===== config.mk =====
export PLATFORM = sky130hd
export DESIGN_NAME = census_transform
export DESIGN_NICKNAME = d
export VERILOG_FILES = /design/src/rtl/census_transform_pkg.sv /design/src/rtl/census_transform_window_pos.sv /design/src/rtl/census_transform.sv
export SDC_FILE = /design/constraint.sdc
export NUM_CORES = 1
export LEC_CHECK = 0
export BUFFER_PORTS_ARGS = -buffer_cell sky130_fd_sc_hd__buf_4
export CAP_MARGIN = 20
export CORE_UTILIZATION = 59
export DETAILED_ROUTE_END_ITERATION = 10
export PLACE_DENSITY_LB_ADDON = 0.1
export SYNTH_ARGS = -nofsm -noshare
export SYNTH_HDL_FRONTEND = slang
export SYNTH_SLANG_ARGS = --single-unit

===== constraint.sdc =====
create_clock -name clk -period 15.65 [get_ports clk]
set_clock_uncertainty 0.2 [all_clocks]
set_input_delay 0.7825 -clock clk [delete_from_list [all_inputs] [get_ports clk]]
set_output_delay 0.7825 -clock clk [all_outputs]
set_load 0.05 [all_outputs]

===== src/rtl/census_transform_pkg.sv =====
// Shared census/window geometry helpers: bit count, pixel offset in a packed window, centre position.
package census_transform_pkg;

  function automatic int unsigned census_bits(input int unsigned ww, input int unsigned nl);
    return ww * nl - 1;
  endfunction

  // Bit offset of pixel (r,c) inside a packed window; r=0 oldest line, c=0 oldest column.
  function automatic int unsigned pix_offset(input int unsigned r, input int unsigned c,
                                             input int unsigned ww, input int unsigned w);
    return (r * ww + c) * w;
  endfunction

  function automatic int unsigned centre_row(input int unsigned nl);
    return nl / 2;
  endfunction

  function automatic int unsigned centre_col(input int unsigned ww);
    return ww / 2;
  endfunction

endpackage


===== src/rtl/census_transform_window_pos.sv =====
// Tracks the (col,row) position of each accepted pixel and flags windows that are not fully populated.
module window_pos_counter #(
  parameter int unsigned LINE_LENGTH  = 640,
  parameter int unsigned NUM_ROWS     = 480,
  parameter int unsigned WINDOW_WIDTH = 5,
  parameter int unsigned NUM_LINES    = 5
) (
  input  logic clk,
  input  logic rst,
  input  logic in_valid,
  input  logic in_sof,
  output logic border_c
);

  localparam int unsigned COL_W = (LINE_LENGTH > 1) ? $clog2(LINE_LENGTH) : 1;
  localparam int unsigned ROW_W = (NUM_ROWS > 1) ? $clog2(NUM_ROWS) : 1;

  logic [COL_W-1:0] col_q, col_d, cur_col;
  logic [ROW_W-1:0] row_q, row_d, cur_row;

  // col_q/row_q hold the position of the next pixel; sof forces the current one to (0,0).
  always_comb begin
    cur_col = in_sof ? '0 : col_q;
    cur_row = in_sof ? '0 : row_q;
    col_d   = col_q;
    row_d   = row_q;
    if (in_valid) begin
      if (cur_col == COL_W'(LINE_LENGTH - 1)) begin
        col_d = '0;
        row_d = (cur_row == ROW_W'(NUM_ROWS - 1)) ? '0 : cur_row + ROW_W'(1);
      end else begin
        col_d = cur_col + COL_W'(1);
        row_d = cur_row;
      end
    end
    border_c = (cur_col < COL_W'(WINDOW_WIDTH - 1)) || (cur_row < ROW_W'(NUM_LINES - 1));
  end

  always_ff @(posedge clk or posedge rst) begin
    if (rst) begin
      col_q <= '0;
      row_q <= '0;
    end else begin
      col_q <= col_d;
      row_q <= row_d;
    end
  end

endmodule


===== src/rtl/census_transform.sv =====
// Census transform: one bit per neighbour set when darker than the window centre, 2-cycle latency,
// zeroed and flagged for windows overlapping the top/left image border.
module census_transform
  import census_transform_pkg::*;
#(
  parameter  int unsigned WIDTH        = 8,
  parameter  int unsigned WINDOW_WIDTH = 5,
  parameter  int unsigned NUM_LINES    = 5,
  parameter  int unsigned LINE_LENGTH  = 640,
  parameter  int unsigned NUM_ROWS     = 480,
  localparam int unsigned CENSUS_BITS  = census_bits(WINDOW_WIDTH, NUM_LINES),
  localparam int unsigned WIN_W        = WIDTH * WINDOW_WIDTH * NUM_LINES
) (
  input  logic                   clk,
  input  logic                   rst,
  input  logic                   in_valid,
  input  logic                   in_sof,
  input  logic [WIN_W-1:0]       window,
  output logic                   out_valid,
  output logic                   out_border,
  output logic [CENSUS_BITS-1:0] census
);

  localparam int unsigned CTR_R   = centre_row(NUM_LINES);
  localparam int unsigned CTR_C   = centre_col(WINDOW_WIDTH);
  localparam int unsigned CTR_IDX = CTR_R * WINDOW_WIDTH + CTR_C;
  localparam int unsigned CTR_OFF = pix_offset(CTR_R, CTR_C, WINDOW_WIDTH, WIDTH);

  logic                   border_c;
  logic [WIN_W-1:0]       win_q, win_d;
  logic                   border1_q, border1_d;
  logic                   valid1_q, valid1_d;
  logic [CENSUS_BITS-1:0] census_q, census_d;
  logic                   border_q, border_d;
  logic                   valid_q, valid_d;
  logic [CENSUS_BITS-1:0] cmp_c;
  logic [WIDTH-1:0]       centre_c;

  window_pos_counter #(
    .LINE_LENGTH  (LINE_LENGTH),
    .NUM_ROWS     (NUM_ROWS),
    .WINDOW_WIDTH (WINDOW_WIDTH),
    .NUM_LINES    (NUM_LINES)
  ) u_pos (
    .clk      (clk),
    .rst      (rst),
    .in_valid (in_valid),
    .in_sof   (in_sof),
    .border_c (border_c)
  );

  assign centre_c = win_q[CTR_OFF +: WIDTH];

  // Census bit k walks the window in raster order, skipping the centre pixel.
  for (genvar k = 0; k < CENSUS_BITS; k++) begin : g_cmp
    localparam int unsigned K   = k;
    localparam int unsigned IDX = (K < CTR_IDX) ? K : K + 1;
    localparam int unsigned OFF = pix_offset(IDX / WINDOW_WIDTH, IDX % WINDOW_WIDTH,
                                             WINDOW_WIDTH, WIDTH);
    assign cmp_c[k] = (win_q[OFF +: WIDTH] < centre_c);
  end

  // Data registers only load on valid so outputs hold their last value across bubbles.
  always_comb begin
    win_d     = win_q;
    border1_d = border1_q;
    valid1_d  = in_valid;
    census_d  = census_q;
    border_d  = border_q;
    valid_d   = valid1_q;
    if (in_valid) begin
      win_d     = window;
      border1_d = border_c;
    end
    if (valid1_q) begin
      border_d = border1_q;
      census_d = border1_q ? '0 : cmp_c;
    end
  end

  always_ff @(posedge clk or posedge rst) begin
    if (rst) begin
      win_q     <= '0;
      border1_q <= 1'b0;
      valid1_q  <= 1'b0;
      census_q  <= '0;
      border_q  <= 1'b0;
      valid_q   <= 1'b0;
    end else begin
      win_q     <= win_d;
      border1_q <= border1_d;
      valid1_q  <= valid1_d;
      census_q  <= census_d;
      border_q  <= border_d;
      valid_q   <= valid_d;
    end
  end

  assign out_valid  = valid_q;
  assign out_border = border_q;
  assign census     = census_q;

endmodule

==> flow_summary.json <==
{
  "slew_headroom": 0.2960,
  "clock.fmax_mhz": 382.1,
  "finalCritPeriodShare": 0.1672,
  "timing.critical_path.required_ns": 15.86,
  "ios": 230,
  "yosysSeqAreaShare": 0.4658,
  "dp_slack_ns": 12.54,
  "hold_path_class": "in2async",
  "viasPerCell": 5.881,
  "port_buffers": 229,
  "path_max_fanout": 104,
  "netlist_area_um2": 13270,
  "path_class": "in2reg",
  "core_um2": 21960,
  "clockBufferDepth": 3,
  "cts_sinks": 247,
  "post-route-util": 0.7415,
  "rr_startpoint": "win_q[100]$_DFFE_PP0P_",
  "dieArea_um2": 23100,
  "die_w_um": 152.0,
  "drc": 34,
  "yosys_warnings": 0,
  "placementRows": 54,
  "slew_viol_final": 0,
  "first_global_vias": 9870,
  "fin_nets": 1682,
  "drive_above_1_share": 0.3735,
  "setup_ws_ns": 13.03,
  "gr-usage-met1": 0.3535,
  "yosysTopAreaCellShare": 0.4658,
  "overflow": 0,
  "avgSynthCellArea_um2": 12.33,
  "vias": 9462,
  "grt_max_degree": 111,
  "crit_path_end_kind": "register",
  "r2r_end": "census[7]$_DFFE_PP0P_",
  "gr-usage-met2": 0.4808,
  "final_area_um2": 16280,
  "clk-insertion-delay-late_ns": 0.53,
  "yosys_register_bits": 247,
  "worstMarginPinSlew_ns": 1.056,
  "grt_usage": 0.2779,
  "dp.cells": 1558,
  "reg2reg_slack_ns": 13.21,
  "clkSlewWorstSetupHoldPaths_ns": 0.06,
  "postPlaceCellArea_um2": 15270,
  "place.gp.congestion": 0.8140,
  "hold_buffers": 0,
  "root_buffer": "clkbuf_16",
  "cap_violations": 0,
  "htreeDepth": 1,
  "fin_cells": 1609,
  "power.leakage_nw": 7.523,
  "die_h_um": 152.0,
  "numCtsBuffers": 27,
  "top_usage_layer": "met2",
  "cts_resized": 0,
  "antenna_found_initial": 1,
  "finalSetupTns_ns": 0,
  "setup.worst_path.start_class": "input port",
  "hold_viol_final": 0,
  "tritoncts": "built",
  "reg2regPathDepth": 7,
  "synth.net_count": 1450,
  "finalPower_mw": 1.772,
  "synthFlopType": "dfrtp_1",
  "drt_iter0_markers": 445,
  "grt_pass1_wl_mm": 50.79,
  "cts_post_setup_buffers_inserted": 0,
  "powerDensity_nw_per_um2": 108.8,
  "wire_per_inst_um": 19.44,
  "ant_nets": 0,
  "firstDrtPassIters": 8,
  "wl_mm": 31.28,
  "async_flop_share": 1.000,
  "violations": "design-rule violations",
  "use_met3": 0.05562,
  "rsz0062_at_grt": "no",
  "ir_drop_v": 0.00007318,
  "ys_types": 48,
  "syn_to_final_growth_pct": 22.69,
  "synth_top_area_cell": "dfrtp_1",
  "yosys-top-cells-area": "dfrtp_1 47%, mux2_2 17%, ha_1 16%",
  "arrival_ns": 2.83,
  "synth_edf_count": 0,
  "synthCells": 1076,
  "period_needed_ns": 2.617,
  "status": "finished, violations left",
  "hold_ws_ns": 0.1769,
  "start_util": 0.6043,
  "dp_hpwl_mm": 21.03,
  "setup_viol": 0
}
## kinds of logic after synthesis
logic type / Yosys count / synth area share
fa+ha+maj: 170 / 0.1603
buf+inv: 79 / 0.02489
simple gates: 149 / 0.05827
flops: 247 / 0.4658
mux: 197 / 0.1670
compound gates: 234 / 0.1238
## critical path, cell delays in order
cell and delay, ns:
clkbuf_8 0.57, buf_4 0.93, mux2_2 0.43
## Yosys cell counts (2+ instances only)
cell       instances
a32o_1             2
and3_1             2
dfrtp_1          247
mux2i_1            2
o21a_1            24
nand4_1            2
and4b_1            2
nor3_1             5
a21oi_1           29
nand3b_1           2
nand2_1           42
a211oi_1          49
o211ai_1          25
nor2_1            34
o2bb2ai_1          3
nand2b_1          28
nand4b_1           2
o21ai_0           38
and4_2             2
clkbuf_1          23
and2b_2            3
ha_1             170
buf_6              2
nor4_1             5
o31ai_1           25
mux2_2           195
nand3_1            8
or3_1              2
inv_1             38
buf_2             15
a32oi_1           25
a221o_1            4
nor2b_1            5
a22o_1             2
## placed cells by master, fill, tap and decap left out, drive strengths merged, types with 3 or more instances in the layout
cell | netlist | final
buf | 17 | 242
nand2b | 28 | 28
nor2 | 34 | 34
a32oi | 25 | 25
nor4 | 5 | 5
a221o | 4 | 4
a211oi | 49 | 49
clkbuf | 23 | 38
nand2 | 42 | 42
bufinv | 0 | 5
o211ai | 25 | 25
o21ai | 39 | 39
ha | 170 | 170
inv | 39 | 39
o2bb2ai | 3 | 3
nand3 | 9 | 9
mux2 | 195 | 195
a21oi | 29 | 29
and2b | 3 | 3
nor3 | 5 | 5
nor2b | 5 | 5
clkinv | 0 | 5
dfrtp | 247 | 247
o31ai | 25 | 25
o21a | 24 | 24
## metal layers
metal,vias to the layer above,share of wire
li1,4509,-
met1,4631,0.42
met2,261,0.49
met3,61,0.066
met4,0,0.028
met5,-,0
## power by group
| group | total, mW | internal, mW | switching, mW |
|---|---|---|---|
| combinational | 0.345 | 0.172 | 0.173 |
| clock | 0.691 | 0.431 | 0.259 |
| sequential | 0.736 | 0.698 | 0.0380 |
| total | 1.77 | 1.30 | 0.470 |
## flip-flops by register name, summed over array words and instances (netlist names)
name	cells
u_pos.row_q	9
win_q	200
border1_q	1
census	24
out_valid	1
out_border	1
valid1_q	1
u_pos.col_q	10
## worst max path at each step
| stage | start | endpoint | slack (ns) |
|---|---|---|---|
| finish | in_valid | win_q[182]$_DFFE_PP0P_ | 13.03 |
| global route | in_valid | win_q[182]$_DFFE_PP0P_ | 12.94 |
| CTS | in_valid | win_q[65]$_DFFE_PP0P_ | 13.08 |
| detailed placement | in_valid | win_q[197]$_DFFE_PP0P_ | 12.54 |
| global placement | in_valid | win_q[173]$_DFFE_PP0P_ | 12.55 |
| floorplan | rst | border1_q$_DFFE_PP0P_ | 7.88 |
## final cells by class
| type | instances | area (um^2) |
|---|---|---|
| Clock buffer | 37 | 783.3 |
| Multi-Input combinational cell | 750 | 6766 |
| Clock inverter | 12 | 193.9 |
| Antenna cell | 1 | 2.502 |
| Inverter | 39 | 153.9 |
| Fill cell | 1531 | 5677 |
| Tap cell | 280 | 350.3 |
| Sequential cell | 247 | 6181 |
| Timing Repair Buffer | 243 | 1851 |
No activity file was read; power rests on OpenSTA's default activity.
